--- src/rtl/uart_cmd_regfile.sv ---
// rtl/uart_cmd_regfile.sv - UART byte-command register file with write/read/ping and error counting
// One command byte per transaction; responses are queued LSB-first and paced by tx_busy.
module uart_cmd_regfile #(
  parameter int NUM_REGS       = 8,
  parameter int REG_BYTES      = 4,
  parameter int TIMEOUT_CYCLES = 1000000
) (
  input  logic                              clk,
  input  logic                              resetn,
  input  logic                              rx_valid,
  input  logic [7:0]                        rx_data,
  input  logic                              tx_busy,
  output logic                              tx_enable,
  output logic [7:0]                        tx_data,
  output logic [NUM_REGS*REG_BYTES*8-1:0]   reg_out,
  output logic                              wr_strobe,
  output logic [3:0]                        wr_index,
  output logic [7:0]                        err_count
);

  localparam int W = REG_BYTES * 8;
  localparam logic [7:0] ACK_BYTE  = 8'hAA;
  localparam logic [7:0] NAK_BYTE  = 8'hEE;
  localparam logic [7:0] PING_BYTE = {4'(NUM_REGS - 1), 2'(REG_BYTES - 1), 2'b00};

  typedef enum logic [2:0] {IDLE, WR_DATA, WR_COMMIT, TX_LOAD, TX_HOLD, TX_WAIT} state_t;

  state_t       state;
  logic [W-1:0] regs [NUM_REGS];
  logic [W-1:0] shadow;
  logic [W-1:0] shadow_shift;
  logic [W-1:0] q_buf;
  logic [W-1:0] rd_val;
  logic [2:0]   byte_cnt;
  logic [2:0]   q_rem;
  logic [3:0]   idx;
  logic [23:0]  gap;
  logic [1:0]   opcode;
  logic [3:0]   cmd_idx;
  logic         idx_ok;
  logic         gap_expired;
  logic         err_event;

  assign opcode       = rx_data[7:6];
  assign cmd_idx      = rx_data[3:0];
  assign idx_ok       = {1'b0, cmd_idx} < 5'(NUM_REGS);
  assign gap_expired  = gap == 24'(TIMEOUT_CYCLES - 1);
  // Bytes enter at the top and shift down, so the first byte ends up least significant.
  assign shadow_shift = W'({rx_data, shadow} >> 8);

  always_comb begin
    rd_val = '0;
    for (int i = 0; i < NUM_REGS; i++) begin
      if (cmd_idx == 4'(i)) rd_val = regs[i];
    end
  end

  always_comb begin
    err_event = 1'b0;
    case (state)
      IDLE:    err_event = rx_valid && (opcode == 2'b00 || (opcode != 2'b11 && !idx_ok));
      WR_DATA: err_event = !rx_valid && gap_expired;
      default: err_event = rx_valid;
    endcase
  end

  always_ff @(posedge clk) begin
    if (!resetn) begin
      state     <= IDLE;
      for (int i = 0; i < NUM_REGS; i++) regs[i] <= '0;
      shadow    <= '0;
      q_buf     <= '0;
      byte_cnt  <= '0;
      q_rem     <= '0;
      idx       <= '0;
      gap       <= '0;
      tx_enable <= 1'b0;
      tx_data   <= '0;
      wr_strobe <= 1'b0;
      wr_index  <= '0;
    end else begin
      tx_enable <= 1'b0;
      wr_strobe <= 1'b0;
      case (state)
        IDLE: begin
          if (rx_valid) begin
            q_rem <= 3'd1;
            if (opcode == 2'b01 && idx_ok) begin
              idx      <= cmd_idx;
              byte_cnt <= '0;
              gap      <= '0;
              state    <= WR_DATA;
            end else if (opcode == 2'b10 && idx_ok) begin
              q_buf <= rd_val;
              q_rem <= 3'(REG_BYTES);
              state <= TX_LOAD;
            end else if (opcode == 2'b11) begin
              q_buf <= W'(PING_BYTE);
              state <= TX_LOAD;
            end else begin
              q_buf <= W'(NAK_BYTE);
              state <= TX_LOAD;
            end
          end
        end
        WR_DATA: begin
          if (rx_valid) begin
            shadow   <= shadow_shift;
            gap      <= '0;
            byte_cnt <= byte_cnt + 3'd1;
            if (byte_cnt == 3'(REG_BYTES - 1)) state <= WR_COMMIT;
          end else if (gap_expired) begin
            shadow <= '0;
            state  <= IDLE;
          end else begin
            gap <= gap + 24'd1;
          end
        end
        WR_COMMIT: begin
          for (int i = 0; i < NUM_REGS; i++) begin
            if (idx == 4'(i)) regs[i] <= shadow;
          end
          wr_strobe <= 1'b1;
          wr_index  <= idx;
          q_buf     <= W'(ACK_BYTE);
          q_rem     <= 3'd1;
          state     <= TX_LOAD;
        end
        TX_LOAD: begin
          if (!tx_busy) begin
            tx_enable <= 1'b1;
            tx_data   <= q_buf[7:0];
            q_buf     <= q_buf >> 8;
            q_rem     <= q_rem - 3'd1;
            state     <= TX_HOLD;
          end
        end
        TX_HOLD: state <= TX_WAIT;
        TX_WAIT: begin
          if (!tx_busy) state <= (q_rem == 3'd0) ? IDLE : TX_LOAD;
        end
        default: state <= IDLE;
      endcase
    end
  end

  // Kept apart from the FSM so an error and a commit can land in the same cycle.
  always_ff @(posedge clk) begin
    if (!resetn) begin
      err_count <= '0;
    end else if (err_event && err_count != 8'hFF) begin
      err_count <= err_count + 8'd1;
    end
  end

  for (genvar g = 0; g < NUM_REGS; g++) begin : g_reg_out
    assign reg_out[g*W +: W] = regs[g];
  end

endmodule
--- config.mk ---
export PLATFORM = sky130hd
export DESIGN_NAME = uart_cmd_regfile
export DESIGN_NICKNAME = d
export VERILOG_FILES = /design/src/rtl/uart_cmd_regfile.sv
export SDC_FILE = /design/constraint.sdc
export NUM_CORES = 1
export LEC_CHECK = 0
export CORE_MARGIN = 2
export CORE_UTILIZATION = 40
export DETAILED_ROUTE_END_ITERATION = 10
export GPL_TIMING_DRIVEN = 0
export PLACE_DENSITY = 0.66
export SLEW_MARGIN = 5
export SYNTH_ARGS = -nofsm -noshare
export SYNTH_HDL_FRONTEND = slang
export SYNTH_SLANG_ARGS = --single-unit
--- constraint.sdc ---
create_clock -name clk -period 3.44 [get_ports clk]
set_input_delay 0.344 -clock clk [delete_from_list [all_inputs] [get_ports clk]]
set_output_delay 0.344 -clock clk [all_outputs]
set_load 0.005 [all_outputs]
# ---- After elaboration in Yosys (flattened, before gate mapping)
# Memories as Yosys holds them, arrays and structs flattened.
# Cells that the tools add are included.
dict set report totals {
  reg_bits 123
  latchBits 0
  ramBits 256
  romBits 0
  in_bits 12
  out_inout_bits 278
  wordCells 171
  mem_count 1
}
# name depth word_bits rd rd_clocked_by_memory_dff write_ports line_no
set mem_list {}
lappend mem_list {regs 8 32 8 0 8 29} ;# logic [W-1:0] regs [NUM_REGS];
dict set report classes {
  addsub 4
  multipliers 0
  n_div 0
  n_lt_le_gt_ge 1
  n_eq_ne 35
  shift 0
  n_mux 83
  n_bitwise 9
  reduce_logical 26
}
# operator count
set ops {}
lappend ops {{$mux 32} 22}
lappend ops {{$mux 24} 4}
lappend ops {{$pmux 32 s3} 1}
lappend ops {{$pmux 24 s2} 1}
lappend ops {{$mux 3} 13}
lappend ops {{$mux 1} 35}
lappend ops {{$eq 4x3->1 const B} 8}
lappend ops {{$add 24x1->24 const B} 1}
lappend ops {{$eq 24x20->1 const B} 1}
lappend ops {{$pmux 3 s6} 1}
lappend ops {{$eq 4x2->1 const B} 4}
lappend ops {{$ne 2x2->1 const B} 7}
lappend ops {{$reduce_and 4->1} 3}
lappend ops {{$eq 3x2->1 const B} 3}
lappend ops {{$ne 3x3->1 const B} 3}
lappend ops {{$pmux 3 s3} 1}
lappend ops {{$add 8x1->8 const B} 1}
lappend ops {{$eq 4x1->1 const B} 2}
lappend ops {{$logic_not 4->1} 2}
lappend ops {{$mux 8} 1}
lappend ops {{$ne 8x8->1 const B} 1}
lappend ops {{$or 1x1->1} 8}
lappend ops {{$eq 3x3->1 const B} 2}
lappend ops {{$logic_and 1x1->1} 6}
lappend ops {{other kinds (19)} 27}

# ---- Longest topological paths before layout
# Gate-level depths: netlist of the first run.
dict set report depth {
  depth_word 13
  mapped_depth 9
  depth_no_buf 8
}

# ---- Worst setup path after synthesis of the first run
# OpenSTA, ideal clock, no wires.
dict set report synth_path {
  path_kind {register -> register}
  start {register state[2]}
  end {memory regs[1][100] (netlist name) (enable)}
  setup_ps 466
  t_arrival_ps 3238
  required_time_ps 2974
  slack_ps -264
  path_stages_with_launch 6
  path_buffers 1
  synth_period_minus_slack_ps 3704
  cell_sequence {dfxtp_1 > nand2b_1 > clkbuf_1 > nor2_1 > nand3b_1 > o21ai_0}
}
# item line_no
set synth_rtl {}
lappend synth_rtl {{from (decl)} 28} ;# state_t state;
lappend synth_rtl {{from (signal assigned)} 140} ;# if (!tx_busy) state <= (q_rem == 3'd0) ? IDLE : TX_LOAD;
lappend synth_rtl {{to (decl)} 29}

# ---- Final worst setup path of the first run
dict set report layout_path {
  start {input rx_data[1]}
  end {register q_buf[4]}
}
dict set report layout_via {
  elab_chain_cells 13
  word_cells_on_any_way 25
  classes_between {order compare (1); eq/ne (8); mux (12); reduce/logical (4)}
}
# item line_no
set layout_lines {}
lappend layout_lines {{from (decl)} 11} ;# input logic [7:0] rx_data,
lappend layout_lines {{$logic_not 4->1} 54} ;# if (cmd_idx == 4'(i)) rd_val = regs[i];
lappend layout_lines {{$mux 32 (8 in series)} 54}
lappend layout_lines {{$mux 32} 93} ;# end else if (opcode == 2'b10 && idx_ok) begin
lappend layout_lines {{$mux 32} 88} ;# if (opcode == 2'b01 && idx_ok) begin
lappend layout_lines {{$mux 32} 86} ;# if (rx_valid) begin
lappend layout_lines {{$pmux 32 s3} 84} ;# case (state)
lappend layout_lines {{to (signal assigned)} 94} ;# q_buf <= rd_val;
lappend layout_lines {{to (signal assigned)} 98} ;# q_buf <= W'(PING_BYTE);
lappend layout_lines {{to (signal assigned)} 101} ;# q_buf <= W'(NAK_BYTE);
lappend layout_lines {{to (decl)} 32} ;# logic [W-1:0] q_buf;
# Parallel ways exist; a longest one is shown, timed or not. The select of a mux whose other input is x is not followed.
# A chain may end at the register's enable or synchronous reset.

==> summary.md, run 1 <==
| Metric | Value |
|---|---|
| GRT overflow | 0 |
| Total Routed Length | approximately 60000 µm |
| Routability cong. | between 0.9 and 1 |
| Worst setup margin | ~0.073 ns |
| Worst Hold Depth | 3 |
| Initial core utilization | 0.4049 |
| Fill cells | 3499 |
| Vias in the first global route | approximately 13000 |
| CP max FO | 10 |
| Final Max Tran Viols | 0 |
| Post-layout minimum cycle time | between 3 and 4 ns |
| Final setup viols | 0 |
| Biggest area consumer among synthesized cells | edfxtp_1 |
| RR Startpoint | state[2] |
| CTS Buf Count | 42 |
| Setup CP Type | in2reg |
| HP Class | in2reg |
| XOR/XNOR Fraction of Synth Area | 0.01310 |
| Largest buffer count on any clock path | 3 |
| Async S/R FF share, synth | 0 |
| Register area | between 0.01 and 0.015 mm² |
| Post-synthesis mux area share | 0.02759 |
| Clock Skew | about 0.033 ns |
| Critical Path AT | about 3.9 ns |
| Post-Synth Simple-Gate Area | 0.1554 |
| Fin nets | between 1500 and 2000 |
| Vias | 13943 |
| Cell Chain, Critical Path | clkdlybuf4s50_1 -> clkbuf_1 -> buf_2 -> clkbuf_1 -> or2_2 -> o21ai_0 -> o21ai_0 -> o21ai_0 -> a21oi_1 |
| R2R Path End | regs[1][50] |
| Fmax | a little under 0.3 GHz |
| Iter 0 DRT Violations | 1833 |
| Worst Hold End | byte_cnt[1] |
| Post-place setup slack | -0.4441 ns |
| Max Cap Viol | 0 |
| DPL Wire Length | approximately 45000 µm |
| Yosys top cell area share | 0.4789 |
| # DRC | 0 |
| Sequential fraction of the synthesis area | 0.6323 |
| R2R Setup Slk | approximately 0.19 ns |
| Largest cells by area after synthesis | edfxtp_1, dfxtp_1, nor2_1 |
| Initial antenna violation count | 2 |
| Relative slew slack | 0.3361 |
| Final Power | 10570 µW |
| Data required, critical path | 3.92 ns |
| Crit. End Element | register |
| First-pass GRT wire length | 86220 µm |
| TritonRoute pass-1 iters | 7 |
| Power per cell area | ~500 mW/mm² |
| Worst-Margin Slew | 0.9958 ns |
| Syn_area_per_cell | approximately 11 µm² |
| Number of synthesized flops with an enable pin | around 260 |
| Post-synthesis compound-gate area fraction | 0.1280 |
| Clk_lat worst skew | 0.58 ns |
| Clk sinks | 379 |
| Hold Startpoint | rx_valid |
| Fraction of layout cells with a size suffix above 1 | 0.06291 |
| Static Leakage | approximately 0.0074 µW |
| Ant. Diodes | 0 |
| CP startpoint | rx_data[1] |
| YS warnings | 0 |
| Most used cell, CP | o21ai_0 |
| Detailed-route wire length per cell | 25.51 µm |
| Main combinational cell family by area after synthesis | simple AND/OR/NAND/NOR gates |
| Rows | 73 |
| CTS tree | built |
| Die area | between 0.04 and 0.05 mm² |
| Adder-Cell Fraction of Synth Area | 0.004677 |
| Remaining antenna violation count | 0 |
| Core ar. | between 0.03 and 0.04 mm² |
| Clk root buf | clkbuf_16 |
| Status | finished clean |
| Layout Area Growth over Synthesis | 31.13% |
| DR vias/cell | 5.886 |
| Total GRT Usage | 0.2828 |
| Clk slew on worst S/H paths | around 0.06 ns |
| IO Pins | 290 |
| RSZ-0062 raised after global routing | false |
| Die Ht | slightly above 200 µm |
| Final hold vios | 0 |
| Startpoint Class | input port |
| Mapped Area | roughly 0.016 mm² |
| Max VDD drop | around 0.37 mV |
| Post-synth net total | 1492 |
| Post-layout util | 0.5310 |
| Max incr delay on CP | approximately 0.7 ns |
| Post-Layout Cell Count | roughly 2400 |
| Tcrit/Tclk final | 0.9788 |
| H-tree Lvls | 2 |
| Yosys cell types | 68 |
| Largest net degree at the start of global routing | 33 |
| Die extent in x | roughly 200 µm |
| FF+latch count, synth | around 380 |
| I/O Buffers | approximately 290 |
| Multi-input gate area | 0.005345 mm² |
| Post-synthesis instance total | between 1000 and 1500 |
| Slowest CP cell | o21ai_0 |
| Most used flip-flop cell after synthesis | edfxtp_1 |
| Worst reg2reg path depth | 8 |
| Placed Cells | around 2300 |
power by group:
| group | internal, µW | total, µW | switching (µW) |
|---|---|---|---|
| Sequential | 5050 | 5210 | 160 |
| Clock | 2400 | 4260 | 1860 |
| Combinational | 450 | 1100 | 650 |
| Total | 7900 | 10600 | 2670 |
kinds of logic (layout without fill, tap and decap cells):
family | after synthesis | after routing
and+or+nand+nor | 569 | 569
AOI/OAI and AO/OA | 309 | 309
DFF | 379 | 379
xor gates and xnor gates | 24 | 24
adders and majority gates | 6 | 6
buffers and inverters | 151 | 521
muxes | 36 | 36
synthesized netlist by cell type (all sizes together) (14+ instances only):
cell type,instances
nor3,19
nand2,136
nor2,292
o221ai,14
o22ai,35
a21oi,68
nand2b,25
dfxtp,123
edfxtp,256
mux2i,15
a221oi,15
inv,47
clkbuf,91
mux2,16
o21ai,80
a222oi,17
xor2,16
nand3,25
per-stage QoR:
step                instance area (µm²)  hold WS (ns)  setup TNS [ns]
finish                            21050        0.1197               0
global route                      21050        0.1412               0
CTS                               21030       0.09770               0
detailed placement                19750        0.4531          -13.26
global placement                  19580        0.4496         -234.06
floorplan                         16050        0.4320          -16.90
worst max-delay path, delay by kind of cell:
kind	cells	cell delay, ns
AOI/OAI and AO/OA	4	1.20
and+or+nand+nor	1	0.24
buffers and inverters	4	2.04
per-layer routing:
layer / wire length [µm] / global-route usage
met2: 28540 / 0.4619
met5: 9 / 0
met3: 6964 / 0.05341
met4: 2211 / 0.1134
met1: 22720 / 0.3712
how the worst max path moves through the flow:
stage	endpoint	slack, ns	cells after the start
after floorplan	regs[1][100]	-0.26	5
after CTS	regs[0][66]	0.0003	7
after global routing	regs[1][6]	0.08	9
final	q_buf[4]	0.07	9
after detailed placement	q_buf[4]	-0.44	9
after global placement	regs[1][80]	-2.25	5
what timing repair did:
action	in CTS	in global routing
resized for setup	2	8
endpoints found under the hold margin	0	0
setup buffers	0	0
hold buffers	0	0
setup endpoints to repair	64	98
sequential cells by signal (all words and copies together) (netlist names):
name	flops
tx_enable	1
shadow	32
q_buf	32
wr_index	4
wr_strobe	1
idx	4
tx_data	8
q_rem	3
gap	24
regs	256
err_count	8
byte_cnt	3
state	3
cell usage in the layout (no fill, tap or decap), types with 12 or more instances in the layout:
| cell type | count |
|---|---|
| edfxtp_1 | 256 |
| nor2_1 | 292 |
| inv_1 | 47 |
| clkdlybuf4s50_1 | 287 |
| a222oi_1 | 17 |
| nand3_1 | 25 |
| mux2i_1 | 15 |
| nor3_1 | 19 |
| o211a_1 | 12 |
| xor2_1 | 16 |
| clkbuf_1 | 100 |
| o22ai_1 | 35 |
| a221oi_1 | 15 |
| mux2_2 | 16 |
| dfxtp_1 | 123 |
| clkbuf_16 | 43 |
| a21oi_1 | 68 |
| nand2b_1 | 25 |
| o221ai_1 | 14 |
| nand2_1 | 130 |
| nand4_1 | 13 |
| o21ai_0 | 75 |
area by class of cell:
class,count,share of cell area
Clock buffer,60,0.05463
Timing Repair Buffer,293,0.1429
Buffer,103,0.02122
Multi-Input combinational cell,944,0.2539
Sequential cell,379,0.4822
Inverter,48,0.008560
Clock inverter,17,0.005350
Tap cell,525,0.03121
No activity file was read; power rests on OpenSTA's default activity.
==> inputs of run 2 (changes only) <==
--- a/config.mk
+++ b/config.mk
@@ -9,7 +9,6 @@
 export CORE_UTILIZATION = 40
 export DETAILED_ROUTE_END_ITERATION = 10
 export GPL_TIMING_DRIVEN = 0
-export PLACE_DENSITY = 0.66
 export SLEW_MARGIN = 5
 export SYNTH_ARGS = -nofsm -noshare
 export SYNTH_HDL_FRONTEND = slang
==> constraint.sdc (replaced) <==
create_clock -name clk -period 4.1 [get_ports clk]
set_input_delay 0.41 -clock clk [delete_from_list [all_inputs] [get_ports clk]]
set_output_delay 0.41 -clock clk [all_outputs]
set_load 0.005 [all_outputs]
==> summary.md, run 2 (same netlist as run 1, synthesis figures left out) <==
| Metric | Value |
|---|---|
| Final TNS setup | 0 ns (unchanged) |
| Data required, critical path | 4.35 ns (was 3.92 ns) |
| Status | finished clean (unchanged) |
| Initial antenna violation count | 1 (was 2) |
| Fraction of layout cells with a size suffix above 1 | 0.06558 (was 0.06291) |
| Crit. End Element | register (unchanged) |
| Largest regs | regs (256), q_buf (32), shadow (32) (unchanged) |
| Startpoint Class | register (was input port) |
| TritonRoute pass-1 iters | 8 (was 7) |
| CTS Buf Count | 42 (unchanged) |
| Fin nets | 1830 (was 1829) |
| I/O Buffers | 287 (unchanged) |
| Max incr delay on CP | 0.99 ns (was 0.70 ns) |
| Remaining antenna violation count | 0 (unchanged) |
| IO Pins | 290 (unchanged) |
| Power per cell area | 425.9 mW/mm² (was 502.3 mW/mm²) |
| Post-layout util | 0.5329 (was 0.5310) |
| RSZ-0062 raised after global routing | false (unchanged) |
| Critical Path AT | 3.92 ns (was 3.85 ns) |
| DPL Wire Length | 45700 µm (was 44800 µm) |
| Most used cell, CP | clkbuf_1 (was o21ai_0) |
| H-tree Lvls | 2 (unchanged) |
| Number of setup buffers added after CTS | 0 (unchanged) |
| Clock Skew | 0.02066 ns (was 0.03265 ns) |
| Clk root buf | clkbuf_16 (unchanged) |
| First-pass GRT wire length | 87660 µm (was 86220 µm) |
| Core ar. | 0.03964 mm² (unchanged) |
| Static Leakage | 0.007428 µW (was 0.007374 µW) |
| Max FFs per register | 256 (unchanged) |
| Cts repair resizes | 0 (was 2) |
| Routability cong. | 0.9060 (was 0.9241) |
| Setup CP Type | reg2reg (was in2reg) |
| Largest net degree at the start of global routing | 33 (unchanged) |
| Slowest CP cell | nor4_1 (was o21ai_0) |
| Final Power | 8997 µW (was 10570 µW) |
| DR vias/cell | 5.791 (was 5.886) |
| Crit path buf inv count | 3 (was 4) |
| GRT overflow | 0 (unchanged) |
| Register with the most flip-flops | regs (unchanged) |
| Cell family with most CP delay | simple AND/OR/NAND/NOR gates (was buffers and inverters) |
| HP Class | in2reg (unchanged) |
| Rows | 73 (unchanged) |
| Tcrit/Tclk final | 0.8930 |
| Vias in the first global route | 13393 (was 13197) |
| CTS Hold Bufs | 0 (unchanged) |
| Worst Hold Depth | 3 (unchanged) |
| Initial core utilization | 0.4049 (unchanged) |
| Largest buffer count on any clock path | 3 (unchanged) |
| Detailed-route wire length per cell | 25.75 µm (was 25.51 µm) |
| Post-place setup slack | 0.1884 ns (was -0.4441 ns) |
| Worst-Margin Slew | 1.259 ns (was 0.9958 ns) |
| Total GRT Usage | 0.2887 (was 0.2828) |
| Die extent in x | 204.3 µm (unchanged) |
| Vias | 13730 (was 13943) |
| Fmax | ~0.27 GHz |
| Cell depth of the worst setup path | 7 (was 9) |
| # DRC | 0 (unchanged) |
| Cell Chain, Critical Path | nand2b_1 -> clkbuf_1 -> nor4_1 -> nand3b_1 -> clkbuf_1 -> nand2_2 -> buf_12 (was clkdlybuf4s50_1 -> clkbuf_1 -> buf_2 -> clkbuf_1 -> or2_2 -> o21ai_0 -> o21ai_0 -> o21ai_0 -> a21oi_1) |
| Final hold vios | 0 (unchanged) |
| CP max FO | 22 (was 10) |
| Worst setup margin | 0.4387 ns (was 0.07277 ns) |
| Iter 0 DRT Violations | 1819 (was 1833) |
| Final setup viols | 0 (unchanged) |
| Commonest non-fill, non-tap cell in the layout | nor2_1 (unchanged) |
| Max Cap Viol | 0 (unchanged) |
| Clk sinks | 379 (unchanged) |
| Most frequent cells in the layout | nor2_1, clkdlybuf4s50_1, edfxtp_1, nand2_1, dfxtp_1 (unchanged) |
| Clk_lat worst skew | 0.56 ns (was 0.58 ns) |
| Final Max Tran Viols | 0 (unchanged) |
| Worst reg2reg path depth | 7 (was 8) |
| Layout Area Growth over Synthesis | 31.59% (was 31.13%) |
| Clk slew on worst S/H paths | 0.06 ns (about the same) |
| Post-layout minimum cycle time | 3.661 ns |
| CTS tree | built (unchanged) |
| Hold WS | 0.2352 ns (was 0.1197 ns) |
| Die Ht | 204.3 µm (unchanged) |
| Total Routed Length | 61050 µm (was 60440 µm) |
| Die area | 0.04175 mm² (unchanged) |
| Max VDD drop | 0.2825 mV (was 0.3736 mV) |
| Relative slew slack | 0.1532 (was 0.3361) |
-- run 2: area by class of cell --
type | instances | area, µm²
Clock buffer | 60 | 1242
Tap cell | 525 | 656.9
Multi-Input combinational cell | 944 | 5315
Sequential cell | 379 | 10150
Buffer | 103 | 444.2
Clock inverter | 17 | 103.9
Inverter | 48 | 180.2
Antenna cell | 1 | 2.502
Fill cell | 3623 | 18520
Timing Repair Buffer | 294 | 3028
-- run 2: path summary, 6_finish.rpt --
path | slack, ns | startpoint | end
setup / recovery | 0.44 | state[2] | regs[0][78]
hold / removal | 0.24 | rx_valid | byte_cnt[1]
setup reg to reg | 0.44 | state[2] | regs[0][78]
hold reg to reg | 0.46 | q_buf[3] | tx_data[3]
-- run 2: per-stage QoR --
stage          cell area [µm²]  cells
2_1_floorplan            16050   1474
4_1_cts                  21120   2370
6_report                 21120   2371
3_5_place_dp             19770   2293
3_3_place_gp             19580   2286
5_1_grt                  21120   2370
-- run 2: tightest hold or removal path, delay by kind of cell --
kind | cells | cell delay [ns]
buffers and inverters | 1 | 0.15
AND/OR/NAND/NOR | 1 | 0.11
AO/OA/AOI/OAI | 1 | 0.07
-- run 2: layer usage --
metal	GRT usage	share of wire
met5	0	0
met4	0.1038	0.036
met3	0.07541	0.10
met2	0.4663	0.47
met1	0.3746	0.39
-- run 2: power breakdown --
part           switching [µW]  total, µW  leakage, µW  internal [µW]
Combinational             540        918      0.00311            378
Sequential                137       4370      0.00364           4240
Clock                    1590       3710     0.000670           2120
Total                    2260       9000      0.00743           6730
==> inputs of run 3 (changes only) <==
--- a/config.mk
+++ b/config.mk
@@ -5,6 +5,7 @@
 export SDC_FILE = /design/constraint.sdc
 export NUM_CORES = 1
 export LEC_CHECK = 0
+export CAP_MARGIN = 20
 export CORE_MARGIN = 2
 export CORE_UTILIZATION = 40
 export DETAILED_ROUTE_END_ITERATION = 10
==> summary.md, run 3 (same netlist as run 1, synthesis figures left out) <==
| Metric | Value |
|---|---|
| Status | finished clean (unchanged) |
| Final Max Tran Viols | 0 (unchanged) |
| Post-layout util | 0.5329 (unchanged) |
| Clk slew on worst S/H paths | 0.06 ns (about the same) |
| Most frequent cells in the layout | nor2_1, clkdlybuf4s50_1, edfxtp_1, nand2_1, dfxtp_1 (unchanged) |
| Total Routed Length | 61050 µm (unchanged) |
| Startpoint Class | register (unchanged) |
| Clock Skew | 0.02066 ns (unchanged) |
| Total GRT Usage | 0.2887 (unchanged) |
| Crit. End Element | register (unchanged) |
| Tcrit/Tclk final | 0.8930 (unchanged) |
| Final setup viols | 0 (unchanged) |
| Largest net degree at the start of global routing | 33 (unchanged) |
| DPL Wire Length | 45700 µm (unchanged) |
| Crit path buf inv count | 3 (unchanged) |
| Core ar. | 0.03964 mm² (unchanged) |
| First-pass GRT wire length | 87660 µm (unchanged) |
| DR vias/cell | 5.791 (unchanged) |
| Power per cell area | 425.9 mW/mm² (unchanged) |
| Sw Pwr | 2263 µW (unchanged) |
| Static Leakage | 0.007428 µW (unchanged) |
| I/O Buffers | 287 (unchanged) |
| Relative slew slack | 0.1532 (unchanged) |
| Routability cong. | 0.9060 (unchanged) |
| Sequential share of power | 0.486 (about the same) |
| Remaining antenna violation count | 0 (unchanged) |
| TritonRoute pass-1 iters | 8 (unchanged) |
| Worst-Margin Slew | 1.259 ns (unchanged) |
| RSZ-0062 raised after global routing | false (unchanged) |
| Die area | 0.04175 mm² (unchanged) |
| Cell family with most CP delay | simple AND/OR/NAND/NOR gates (unchanged) |
| CP max FO | 22 (unchanged) |
| Fmax | 0.2731 GHz (unchanged) |
| Critical Path AT | 3.92 ns (about the same) |
| Detailed-route wire length per cell | 25.75 µm (unchanged) |
| # DRC | 0 (unchanged) |
| GRT overflow | 0 (unchanged) |
| Vias in the first global route | 13393 (unchanged) |
| Setup CP Type | reg2reg (unchanged) |
| CTS tree | built (unchanged) |
| HP Class | in2reg (unchanged) |
| CTS Hold Bufs | 0 (unchanged) |
| Switching Share | 0.2516 (unchanged) |
| Layout Area Growth over Synthesis | 31.59% (unchanged) |
| Final TNS setup | 0 ns (unchanged) |
| IO Pins | 290 (unchanged) |
| Commonest non-fill, non-tap cell in the layout | nor2_1 (unchanged) |
| Cell Chain, Critical Path | nand2b_1 -> clkbuf_1 -> nor4_1 -> nand3b_1 -> clkbuf_1 -> nand2_2 -> buf_12 (unchanged) |
| Fin nets | 1830 (unchanged) |
| Cts repair resizes | 0 (unchanged) |
| Initial core utilization | 0.4049 (unchanged) |
| Clk root buf | clkbuf_16 (unchanged) |
| Number of setup buffers added after CTS | 0 (unchanged) |
| Post-layout minimum cycle time | 3.661 ns (unchanged) |
| Slowest CP cell | nor4_1 (unchanged) |
| Largest regs | regs (256), q_buf (32), shadow (32) (unchanged) |
| Int Power | 6733 µW (unchanged) |
| Max VDD drop | 0.2825 mV (unchanged) |
| Fill cells | 3623 (unchanged) |
| Die extent in x | 204.3 µm (unchanged) |
| Initial antenna violation count | 1 (unchanged) |
| Clk_lat worst skew | 0.56 ns (about the same) |
| Combinational Power Share | 0.102 (about the same) |
| CTS Buf Count | 42 (unchanged) |
| Post-Layout Inst Area | 0.02112 mm² (unchanged) |
| Register with the most flip-flops | regs (unchanged) |
| Iter 0 DRT Violations | 1819 (unchanged) |
| Data required, critical path | 4.35 ns (about the same) |
| Max FFs per register | 256 (unchanged) |
| Clk sinks | 379 (unchanged) |
| Die Ht | 204.3 µm (unchanged) |
| Final hold vios | 0 (unchanged) |
| Clk pwr share | 0.412 (about the same) |
| Post-DP Area | 0.01977 mm² (unchanged) |
| Most used cell, CP | clkbuf_1 (unchanged) |
| Max incr delay on CP | 0.99 ns (about the same) |
| Max Cap Viol | 0 (unchanged) |
| Rows | 73 (unchanged) |
| H-tree Lvls | 2 (unchanged) |
| Largest buffer count on any clock path | 3 (unchanged) |
| Vias | 13730 (unchanged) |
| Fraction of layout cells with a size suffix above 1 | 0.06558 (unchanged) |
## run 3: cell counts in the layout (fill, tap and decap cells not counted)
Identical to the previous run, type by type.
## run 3: area by class of cell
| class | count | area, µm² | share of cell area |
|---|---|---|---|
| inverters | 48 | 180.2 | 0.008530 |
| plain buffers | 103 | 444.2 | 0.02103 |
| clock buffers | 60 | 1242 | 0.05882 |
| well taps | 525 | 656.9 | 0.03110 |
| flip-flops and latches | 379 | 10150 | 0.4805 |
| clock inverters | 17 | 103.9 | 0.004916 |
| repair buffers | 294 | 3028 | 0.1433 |
| diodes | 1 | 2.502 | 0.0001185 |
| multi-input cells | 944 | 5315 | 0.2516 |
## run 3: worst reg2reg max path, delay by kind of cell, from the launching register on
| family | cells | cell delay, ns |
|---|---|---|
| DFF | 1 | 0.33 |
| and+or+nand+nor | 4 | 2.11 |
| buffers and inverters | 3 | 0.91 |
## run 3: metrics by stage
step	worst slack, ns	power (µW)	hold WS, ns	instances
4_1_cts	0.6782	8990	0.2143	2370
5_1_grt	0.3905	9238	0.2564	2370
3_5_place_dp	0.1884	5347	0.4512	2293
2_1_floorplan	0.3959	4829	0.4320	1474
6_report	0.4387	8997	0.2352	2371
3_3_place_gp	-1.497	5325	0.4462	2286
## run 3: final timing paths
kind,startpoint,endpoint,slack [ns],cells past startpoint
setup / recovery,state[2],regs[0][78],0.44,7
hold / removal,rx_valid,byte_cnt[1],0.24,3
setup reg to reg,state[2],regs[0][78],0.44,7
hold reg to reg,q_buf[3],tx_data[3],0.46,2
## run 3: metal layers
metal,vias to the layer above,global-route usage,routed length (µm),share of wire
met2,800,0.4663,28560,0.47
li1,6031,-,-,-
met5,-,0,0,0
met4,0,0.1038,2201,0.036
met1,6778,0.3746,23880,0.39
met3,121,0.07541,6406,0.10
## run 3: power groups by stage
stage,Sequential (µW),Clock (µW),Combinational (µW)
after detailed placement,4450,0,901
after CTS,4370,3710,908
after global routing,4380,3870,985
after global placement,4460,0,869
after floorplan,4400,0,427
final,4370,3710,918
